--- src/rtl/nn_reset_sequencer_if.sv ---
// Handshake bundle between the staged reset sequencer (master) and the blocks it sequences (slave).
interface nn_reset_sequencer_if #(
    parameter int NUM_STAGES = 4
);
    localparam int ERR_W = (NUM_STAGES > 1) ? $clog2(NUM_STAGES) : 1;

    logic                  soft_reset_req;
    logic [NUM_STAGES-1:0] stage_ready;
    logic [NUM_STAGES-1:0] stage_reset;
    logic                  all_ready;
    logic                  busy;
    logic                  seq_err;
    logic [ERR_W-1:0]      err_stage;
    logic [2:0]            state_o;

    modport master (
        input  soft_reset_req, stage_ready,
        output stage_reset, all_ready, busy, seq_err, err_stage, state_o
    );

    modport slave (
        output soft_reset_req, stage_ready,
        input  stage_reset, all_ready, busy, seq_err, err_stage, state_o
    );
endinterface

--- src/rtl/nn_reset_sequencer.sv ---
// Staged reset controller: releases per-block resets in index order, gated by each block's ready ack.
// Optional NN_RSTSEQ_ORDERED_ASSERT_EN: a soft reset in RUN re-asserts stages in reverse order (DRAIN).
module nn_reset_sequencer #(
    parameter int NUM_STAGES  = 4,
    parameter int HOLD_CYCLES = 5,
    parameter int STAGE_DELAY = 2,
    parameter int ACK_TIMEOUT = 16
) (
    input  logic                    clk,
    input  logic                    reset,
    nn_reset_sequencer_if.master    seq
);
    localparam int IDX_W   = (NUM_STAGES > 1) ? $clog2(NUM_STAGES) : 1;
    localparam int MAX_A   = (HOLD_CYCLES > STAGE_DELAY) ? HOLD_CYCLES : STAGE_DELAY;
    localparam int MAX_CNT = (MAX_A > ACK_TIMEOUT) ? MAX_A : ACK_TIMEOUT;
    localparam int CNT_W   = $clog2(MAX_CNT + 1);

    localparam logic [CNT_W-1:0] HOLD_LAST = CNT_W'(HOLD_CYCLES - 1);
    localparam logic [CNT_W-1:0] GAP_LAST  = CNT_W'(STAGE_DELAY - 1);
    localparam logic [CNT_W-1:0] ACK_LAST  = CNT_W'(ACK_TIMEOUT - 1);
    localparam logic [IDX_W-1:0] IDX_LAST  = IDX_W'(NUM_STAGES - 1);

    typedef enum logic [2:0] {
        ST_HOLD     = 3'd0,
        ST_RELEASE  = 3'd1,
        ST_WAIT_ACK = 3'd2,
        ST_GAP      = 3'd3,
        ST_RUN      = 3'd4,
        ST_ERROR    = 3'd5,
        ST_DRAIN    = 3'd6
    } state_t;

    state_t           state;
    logic [CNT_W-1:0] cnt;
    logic [IDX_W-1:0] idx;
    logic             drop_any;
    logic [IDX_W-1:0] drop_idx;
    logic             restartable;

    assign seq.state_o = state;
    assign restartable = (state == ST_HOLD) || (state == ST_RELEASE) ||
                         (state == ST_WAIT_ACK) || (state == ST_GAP);

    // Lowest-index stage whose ready is low; only consulted once every stage is up.
    always_comb begin
        drop_any = 1'b0;
        drop_idx = '0;
        for (int unsigned i = NUM_STAGES; i > 0; i--) begin
            if (!seq.stage_ready[i-1]) begin
                drop_any = 1'b1;
                drop_idx = IDX_W'(i - 1);
            end
        end
    end

    always_ff @(posedge clk or posedge reset) begin
        if (reset) begin
            state           <= ST_HOLD;
            cnt             <= '0;
            idx             <= '0;
            seq.stage_reset <= '1;
            seq.all_ready   <= 1'b0;
            seq.busy        <= 1'b1;
            seq.seq_err     <= 1'b0;
            seq.err_stage   <= '0;
        end else if (restartable && seq.soft_reset_req) begin
            state           <= ST_HOLD;
            cnt             <= '0;
            seq.stage_reset <= '1;
            seq.busy        <= 1'b1;
        end else begin
            case (state)
                ST_HOLD: begin
                    if (cnt == HOLD_LAST) begin
                        state <= ST_RELEASE;
                        idx   <= '0;
                        cnt   <= '0;
                    end else begin
                        cnt <= cnt + 1'b1;
                    end
                end

                ST_RELEASE: begin
                    seq.stage_reset[idx] <= 1'b0;
                    state                <= ST_WAIT_ACK;
                    cnt                  <= '0;
                end

                ST_WAIT_ACK: begin
                    if (seq.stage_ready[idx]) begin
                        if (idx == IDX_LAST) begin
                            state         <= ST_RUN;
                            seq.all_ready <= 1'b1;
                            seq.busy      <= 1'b0;
                        end else begin
                            state <= ST_GAP;
                            cnt   <= '0;
                        end
                    end else if (cnt == ACK_LAST) begin
                        state           <= ST_ERROR;
                        seq.stage_reset <= '1;
                        seq.seq_err     <= 1'b1;
                        seq.err_stage   <= idx;
                        seq.all_ready   <= 1'b0;
                        seq.busy        <= 1'b0;
                    end else begin
                        cnt <= cnt + 1'b1;
                    end
                end

                ST_GAP: begin
                    if (cnt == GAP_LAST) begin
                        idx   <= idx + 1'b1;
                        state <= ST_RELEASE;
                    end else begin
                        cnt <= cnt + 1'b1;
                    end
                end

                ST_RUN: begin
                    if (seq.soft_reset_req) begin
                        seq.all_ready <= 1'b0;
                        seq.busy      <= 1'b1;
                        cnt           <= '0;
`ifdef NN_RSTSEQ_ORDERED_ASSERT_EN
                        // Highest stage goes back into reset on the entry edge itself.
                        seq.stage_reset[IDX_LAST] <= 1'b1;
                        idx                       <= IDX_LAST;
                        state                     <= (NUM_STAGES == 1) ? ST_HOLD : ST_DRAIN;
`else
                        seq.stage_reset <= '1;
                        state           <= ST_HOLD;
`endif
                    end else if (drop_any) begin
                        state           <= ST_ERROR;
                        seq.stage_reset <= '1;
                        seq.seq_err     <= 1'b1;
                        seq.err_stage   <= drop_idx;
                        seq.all_ready   <= 1'b0;
                        seq.busy        <= 1'b0;
                    end
                end

                ST_ERROR: begin
                    if (seq.soft_reset_req) begin
                        state       <= ST_HOLD;
                        cnt         <= '0;
                        idx         <= '0;
                        seq.seq_err <= 1'b0;
                        seq.busy    <= 1'b1;
                    end
                end

`ifdef NN_RSTSEQ_ORDERED_ASSERT_EN
                ST_DRAIN: begin
                    if (cnt == GAP_LAST) begin
                        seq.stage_reset[idx - 1'b1] <= 1'b1;
                        cnt                         <= '0;
                        if (idx == IDX_W'(1)) begin
                            state <= ST_HOLD;
                            idx   <= '0;
                        end else begin
                            idx <= idx - 1'b1;
                        end
                    end else begin
                        cnt <= cnt + 1'b1;
                    end
                end
`endif

                default: begin
                    state           <= ST_HOLD;
                    cnt             <= '0;
                    idx             <= '0;
                    seq.stage_reset <= '1;
                    seq.all_ready   <= 1'b0;
                    seq.busy        <= 1'b1;
                end
            endcase
        end
    end
endmodule
--- src/flat_wrapper.sv ---
// flat-port wrapper written by rule: the top's interface ports become plain ports
module nn_reset_sequencer_flat 
#(
    parameter int NUM_STAGES  = 4,
    parameter int HOLD_CYCLES = 5,
    parameter int STAGE_DELAY = 2,
    parameter int ACK_TIMEOUT = 16
)
  (clk, reset, seq_soft_reset_req, seq_stage_ready, seq_stage_reset, seq_all_ready, seq_busy, seq_seq_err, seq_err_stage, seq_state_o);
  nn_reset_sequencer_if #(.NUM_STAGES(NUM_STAGES)) seq_i ();
  input  logic clk;
  input  logic reset;
  input wire logic [$bits(seq_i.soft_reset_req)-1:0] seq_soft_reset_req;
  input wire logic [$bits(seq_i.stage_ready)-1:0] seq_stage_ready;
  output wire logic [$bits(seq_i.stage_reset)-1:0] seq_stage_reset;
  output wire logic [$bits(seq_i.all_ready)-1:0] seq_all_ready;
  output wire logic [$bits(seq_i.busy)-1:0] seq_busy;
  output wire logic [$bits(seq_i.seq_err)-1:0] seq_seq_err;
  output wire logic [$bits(seq_i.err_stage)-1:0] seq_err_stage;
  output wire logic [$bits(seq_i.state_o)-1:0] seq_state_o;
  assign seq_i.soft_reset_req = seq_soft_reset_req;
  assign seq_i.stage_ready = seq_stage_ready;
  assign seq_stage_reset = seq_i.stage_reset;
  assign seq_all_ready = seq_i.all_ready;
  assign seq_busy = seq_i.busy;
  assign seq_seq_err = seq_i.seq_err;
  assign seq_err_stage = seq_i.err_stage;
  assign seq_state_o = seq_i.state_o;
  nn_reset_sequencer #(.NUM_STAGES(NUM_STAGES), .HOLD_CYCLES(HOLD_CYCLES), .STAGE_DELAY(STAGE_DELAY), .ACK_TIMEOUT(ACK_TIMEOUT)) u_core (.clk(clk), .reset(reset), .seq(seq_i));
endmodule
--- config.mk ---
export PLATFORM = sky130hd
export DESIGN_NAME = nn_reset_sequencer_flat
export DESIGN_NICKNAME = d
export VERILOG_FILES = /design/src/rtl/nn_reset_sequencer_if.sv /design/src/rtl/nn_reset_sequencer.sv /design/src/flat_wrapper.sv
export SDC_FILE = /design/constraint.sdc
export NUM_CORES = 1
export LEC_CHECK = 0
export ABC_AREA = 1
export CAP_MARGIN = 20
export CORE_MARGIN = 2
export CORE_UTILIZATION = 35
export CTS_CLUSTER_DIAMETER = 120
export DETAILED_ROUTE_END_ITERATION = 7
export GPL_TIMING_DRIVEN = 0
export PLACE_DENSITY = 0.58
export SYNTH_ARGS = -nofsm -noshare
export SYNTH_HDL_FRONTEND = slang
export SYNTH_SLANG_ARGS = --single-unit
--- constraint.sdc ---
create_clock -name clk -period 3.6 [get_ports clk]
set_input_delay 0.9 -clock clk [delete_from_list [all_inputs] [get_ports clk]]
set_output_delay 0.9 -clock clk [all_outputs]
set_load 0.02 [all_outputs]
## Word level (Yosys, flattened, before mapping)

Cells that the tools add are included.

- Output and inout bits: 12
- Input port bits: 7
- Logic and storage cells: 134
- Register bits: 19

- Eq/ne operators: 33
- Order comparisons: 2
- $add $sub $neg: 2
- Multiplexer cells: 63
- Bitwise gates (word level): 5
- Reduce and logical (&&, ||, !) cells: 21

Operator list:

| kind | number |
|---|---|
| 5-bit two-way mux | 7 |
| 3-bit two-way mux | 9 |
| 2-bit two-way mux | 11 |
| 1-bit two-way mux | 21 |
| 3-bit != test, second input constant | 7 |
| 4-bit two-way mux | 5 |
| 5-bit case mux with 4 select lines | 1 |
| 5-bit AND reduction | 4 |
| 3-bit case mux with 6 select lines | 1 |
| 4-bit != test, second input constant | 4 |
| 4-bit case mux with 4 select lines | 1 |
| 2-bit != test, second input constant | 6 |
| 3-bit OR reduction | 3 |
| 2-bit case mux with 4 select lines | 1 |
| 4-bit AND reduction | 2 |
| 7-bit AND reduction | 1 |
| 3-bit by 2-bit equality test with 1-bit output, second input constant | 2 |
| 3-bit equality test, second input constant | 2 |
| 2-bit by 1-bit != test with 1-bit output, second input constant | 3 |
| 3-bit by 2-bit != test with 1-bit output, second input constant | 2 |
| 1-bit case mux with 3 select lines | 2 |
| 6-bit AND reduction | 1 |
| 5-bit by 1-bit adder with 5-bit output, second input constant | 1 |
| 5-bit by 1-bit equality test with 1-bit output, second input constant | 1 |
| 23 further kinds | 28 |

## Longest topological paths before layout

- Depth in word-level cells: 8
- Mapped depth: 12
- Mapped depth without buffers: 12

## Worst setup path after synthesis

Ideal clock, no wire load.

- Path kind: input to register
- Start: input port seq_stage_ready[1]
- End: register u_core.seq.seq_err
- Data required time: 3.487 ns
- Slack: 1.935 ns
- Library setup time: 0.113 ns
- Arrival: 1.552 ns
- Cell stages on the path: 9
- Buffers on the path: 0
- Cells stage by stage: nand2_1 > nand3_1 > nand2_2 > nand2_1 > nand2_1 > nand2_1 > nand2_1 > nand2_1 > inv_1

- Cells in the longest elaborated chain, start to end: 4
- Elaborated cells between the ends (all ways): 7
- Classes of those cells: 2 x eq/ne; 4 x mux; 1 x reduce/logical

Ends and longest elaborated chain:

| item | RTL line | source |
|---|---|---|
| start: declaration | flat_wrapper.sv:14 | `input wire logic [$bits(seq_i.stage_ready)-1:0] seq_stage_ready;` |
| 1-bit binary-select mux with 2-bit select or 1-bit two-way mux (tied branches) | nn_reset_sequencer.sv:90, nn_reset_sequencer.sv:49 |  |
| 1-bit two-way mux, on equally long branches | nn_reset_sequencer.sv:90, nn_reset_sequencer.sv:49 |  |
| 2-bit != test (no source line) or 2-bit by 1-bit != test with 1-bit output (tied branches) | - |  |
| 7-bit AND reduction (no source line) * | - |  |
| end signal: assignment | nn_reset_sequencer.sv:102 | `seq.seq_err <= 1'b1;` |
| end signal: assignment | nn_reset_sequencer.sv:137 | `seq.seq_err <= 1'b1;` |
| end signal: assignment | nn_reset_sequencer.sv:149 | `seq.seq_err <= 1'b0;` |
| end: declaration | nn_reset_sequencer_if.sv:18 | `output stage_reset, all_ready, busy, seq_err, err_stage, state_o` |

Every way passes the cells marked *; elsewhere a longest branch is shown, timed or not. The select of a mux whose other input is x is not followed.
A chain may end at the register's enable or synchronous reset.

## Worst setup path in the final report

- Start: register u_core.state[0], in the netlist u_core.seq.state_o[0]
- End: output port seq_state_o[0]

RTL lines:

| item | RTL line | source |
|---|---|---|
| start: declaration | nn_reset_sequencer.sv:33 | `state_t state;` |
| start signal: assignment | nn_reset_sequencer.sv:58 | `state <= ST_HOLD;` |
| start signal: assignment | nn_reset_sequencer.sv:67 | `state <= ST_HOLD;` |
| start signal: assignment | nn_reset_sequencer.sv:75 | `state <= ST_RELEASE;` |
| end: declaration | flat_wrapper.sv:20 | `output wire logic [$bits(seq_i.state_o)-1:0] seq_state_o;` |

No word-level cell between the ends.

==> flow_summary.ini <==
[timing]
clock_skew_ps = 6.73
hold_viol = 0
worst_pin_slew_ps = 734
rsz0062_at_grt = false
clock.fmax_mhz = 431
report.final.slew_viol_count = 0
period_needed_ps = 2320
setup-violations-final = 0
setup_tns_ps = 0
relSlewSlack_pct = 51.0
fin_crit_sh_pct = 64.4

[critical_path]
cp_data_required_time_ps = 2700
cp.arrival_ps = 1420
path_buf_inv = 1
cp_num_cells = 1
critPathLaunchType = flop
path_cells = clkdlybuf4s50_1
slowest_stage = clkdlybuf4s50_1
path_delay_family = buffers and inverters
crit_path_max_fanout = 6
rrSetupSlack_ps = 2000
endpoint_kind = output port
r2r_cells = 10
critical_path_class = reg -> out
slowest_delay_ps = 660

[pwr]
power_mw = 1.05
seq_power_share_pct = 30.0
p_switching_mw = 0.489
cellLeakagePower_nw = 0.865
combPwrFrac_pct = 55.3
p_int_mw = 0.559
power_density_nw_per_um2 = 580
vdd_drop_max_uv = 236
p_sw_share_pct = 46.6
clkPwrFrac_pct = 14.8

[logic_synthesis]
synth_area_um2 = 1520
avgSynthCellArea_um2 = 7.30
synthXorXnorAreaFrac_pct = 1.15
synth_top_family_by_area = simple AND/OR/NAND/NOR gates
yosysTopAreaCell = dfrtp_1
yosysWarnings = 0
syn_nets = 223
ys_ff_latch = 19
synth-compound-area-share_pct = 7.99
yosys.area.top_type_share_pct = 23.1
synthAdderAreaFrac_pct = 6.59
synth.area.mux_share_pct = 0
synthSimpleGateAreaFrac_pct = 44.7
yosysSeqAreaShare_pct = 31.7
yosys-top-cells-area = dfrtp_1 (23%), nand2_1 (18%), dfstp_2 (8.6%), ha_1 (6.6%), nand3_1 (6.3%)
yosysUniqueCellTypes = 28
syn_inst = 208

[placed_design]
hpwl_um = 2570
gp_congestion = 0.790
place_area_um2 = 1760
port_buffers = 18

[grt]
antenna_found_initial = 0
grt_pass1_wl_um = 5910
overflow = 0
grt_max_degree = 20
grt_usage_pct = 14.9
grt_pass1_vias = 1296

[finish]
drive_gt1_share_pct = 17.0
diodes = 0
nets = 246
syn2layout_area_growth_pct = 19.0
final_area_um2 = 1810
finish.utilization_pct = 44.2

[flow_run]
maxCapViolCount = 0

[routing]
dr_total_vias = 1333
dr.pass1.iters = 4
drc = 0
wire_per_inst_um = 11.6
routed_via_density = 4.76
drtAntennaViolNets = 0
wl_um = 3260
drtIter0Drc = 68

[floorplanning]
floorplan.rows = 23
die_width_um = 69.9
die_y_um = 69.9
dieArea_um2 = 4880
start_util_pct = 37.2
pin_count = 19
core-area_um2 = 4090

[cts]
postCtsSetupBuffers = 0
cts_root_buf = clkbuf_8
numCtsBuffers = 3
cts_resized = 0
clock_sinks = 19
htree_levels = 1
hold_buffers = 0
clock_latency_ps = 260
cts_tree = built
clkTransAtPathRegs_ps = 80
clock_tree.buffer_depth = 2

[status]
status = finished, final reports clean

[min_path]
min_path_cells = 2
hold_class = reg -> reg
[worst reg2reg max path, cell delays in order (launching register included)]
cell and delay, ps:
dfrtp_1 430, ha_1 240, nand2_1 70, nor2_1 40
ha_1 210, nand2_1 110, nand2_1 90, nand2_1 160
nand2_1 70, nand2_1 50, inv_1 30
[path summary, 6_finish.rpt]
check,startpoint,endpoint
worst max-delay path,u_core.seq.state_o[0],seq_state_o[0]
worst min-delay path,u_core.seq.stage_reset[0],u_core.seq.stage_reset[0]
worst max register to register,u_core.cnt[0],u_core.seq.seq_err
worst min register to register,u_core.seq.stage_reset[0],u_core.seq.stage_reset[0]
max in group asynchronous,reset,u_core.seq.state_o[2]
min in group asynchronous,reset,u_core.idx[0]
[cells in the final DEF (no fill, tap or decap), types with 2 or more instances in the layout]
master and count:
nor2_4 3, dfstp_2 5, o21ai_1 10, a21oi_1 6
nand4_1 2, nand3_2 3, xor2_1 2, ha_1 8
nor2_1 14, nand2_1 74, dfrtp_1 14, nand2_2 3
clkdlybuf4s50_1 18, nor3_1 2, clkbuf_8 3, nand2_4 2
inv_2 5, nor2_2 3, buf_6 2, nand3_4 4
inv_1 19, nand3_1 19
[synthesized netlist by cell type]
cell type	number
nand4_1	2
nand3b_1	1
nand3_2	3
o21ai_1	10
xor2_1	2
inv_4	1
inv_1	19
nor2_4	3
buf_6	2
dfrtp_1	14
nor2_2	3
nand2_4	2
nand2_2	3
a21boi_0	1
nand3_1	19
a21oi_1	6
a21oi_4	1
nor2_1	14
nor3_1	2
nor3_2	1
dfstp_2	5
nand2_1	74
inv_2	5
nand3_4	4
nor2_8	1
ha_1	8
o21ai_0	1
o211ai_2	1
[state kept, by name (all words and copies together), names as in the netlist]
signal,flops
u_core.seq.seq_err,1
u_core.seq.busy,1
u_core.seq.all_ready,1
u_core.cnt,5
u_core.seq.err_stage,2
u_core.idx,2
u_core.seq.stage_reset,4
u_core.seq.state_o,3
[power by group through the flow]
stage                     combinational (mW)  sequential (mW)  clock (mW)
after floorplan                        0.395            0.348           0
after global placement                 0.579            0.317           0
after detailed placement               0.581            0.319           0
after CTS                              0.584            0.314       0.164
after global routing                   0.652            0.323       0.174
final                                  0.579            0.314       0.155
[metal layers]
layer / vias to the layer above / track usage, % / share of wire [%]
met1: 604 / 19.2 / 49
met4: 0 / 3.63 / 1.6
li1: 706 / - / -
met3: 6 / 3.32 / 3.6
met2: 17 / 25.2 / 46
met5: - / 0 / 0
[cells by family (layout without fill, tap and decap cells)]
logic type,after synthesis,after routing
AND/OR/NAND/NOR,132,132
buffers and inverters,27,49
AO/OA/AOI/OAI,20,20
flip-flops,19,19
adder cells (fa/ha/maj),8,8
XOR/XNOR,2,2
[stage by stage]
stage	worst slack, ps	std cells	hold WS, ps
4_1_cts	1280	280	469
3_5_place_dp	1050	276	456
2_1_floorplan	1940	208	481
5_1_grt	1190	280	487
3_3_place_gp	1080	276	448
6_report	1280	280	464
[cell type report]
class,instances,area [um2]
clock buffer,3,41.3
clock inverter,1,5.00
sequential,19,482
tap,50,62.6
buffer,2,22.5
inverter,25,96.3
fill,448,2280
multi-input combinational,162,918
timing repair buffer,18,180
Power figures use the tool's default switching activity.
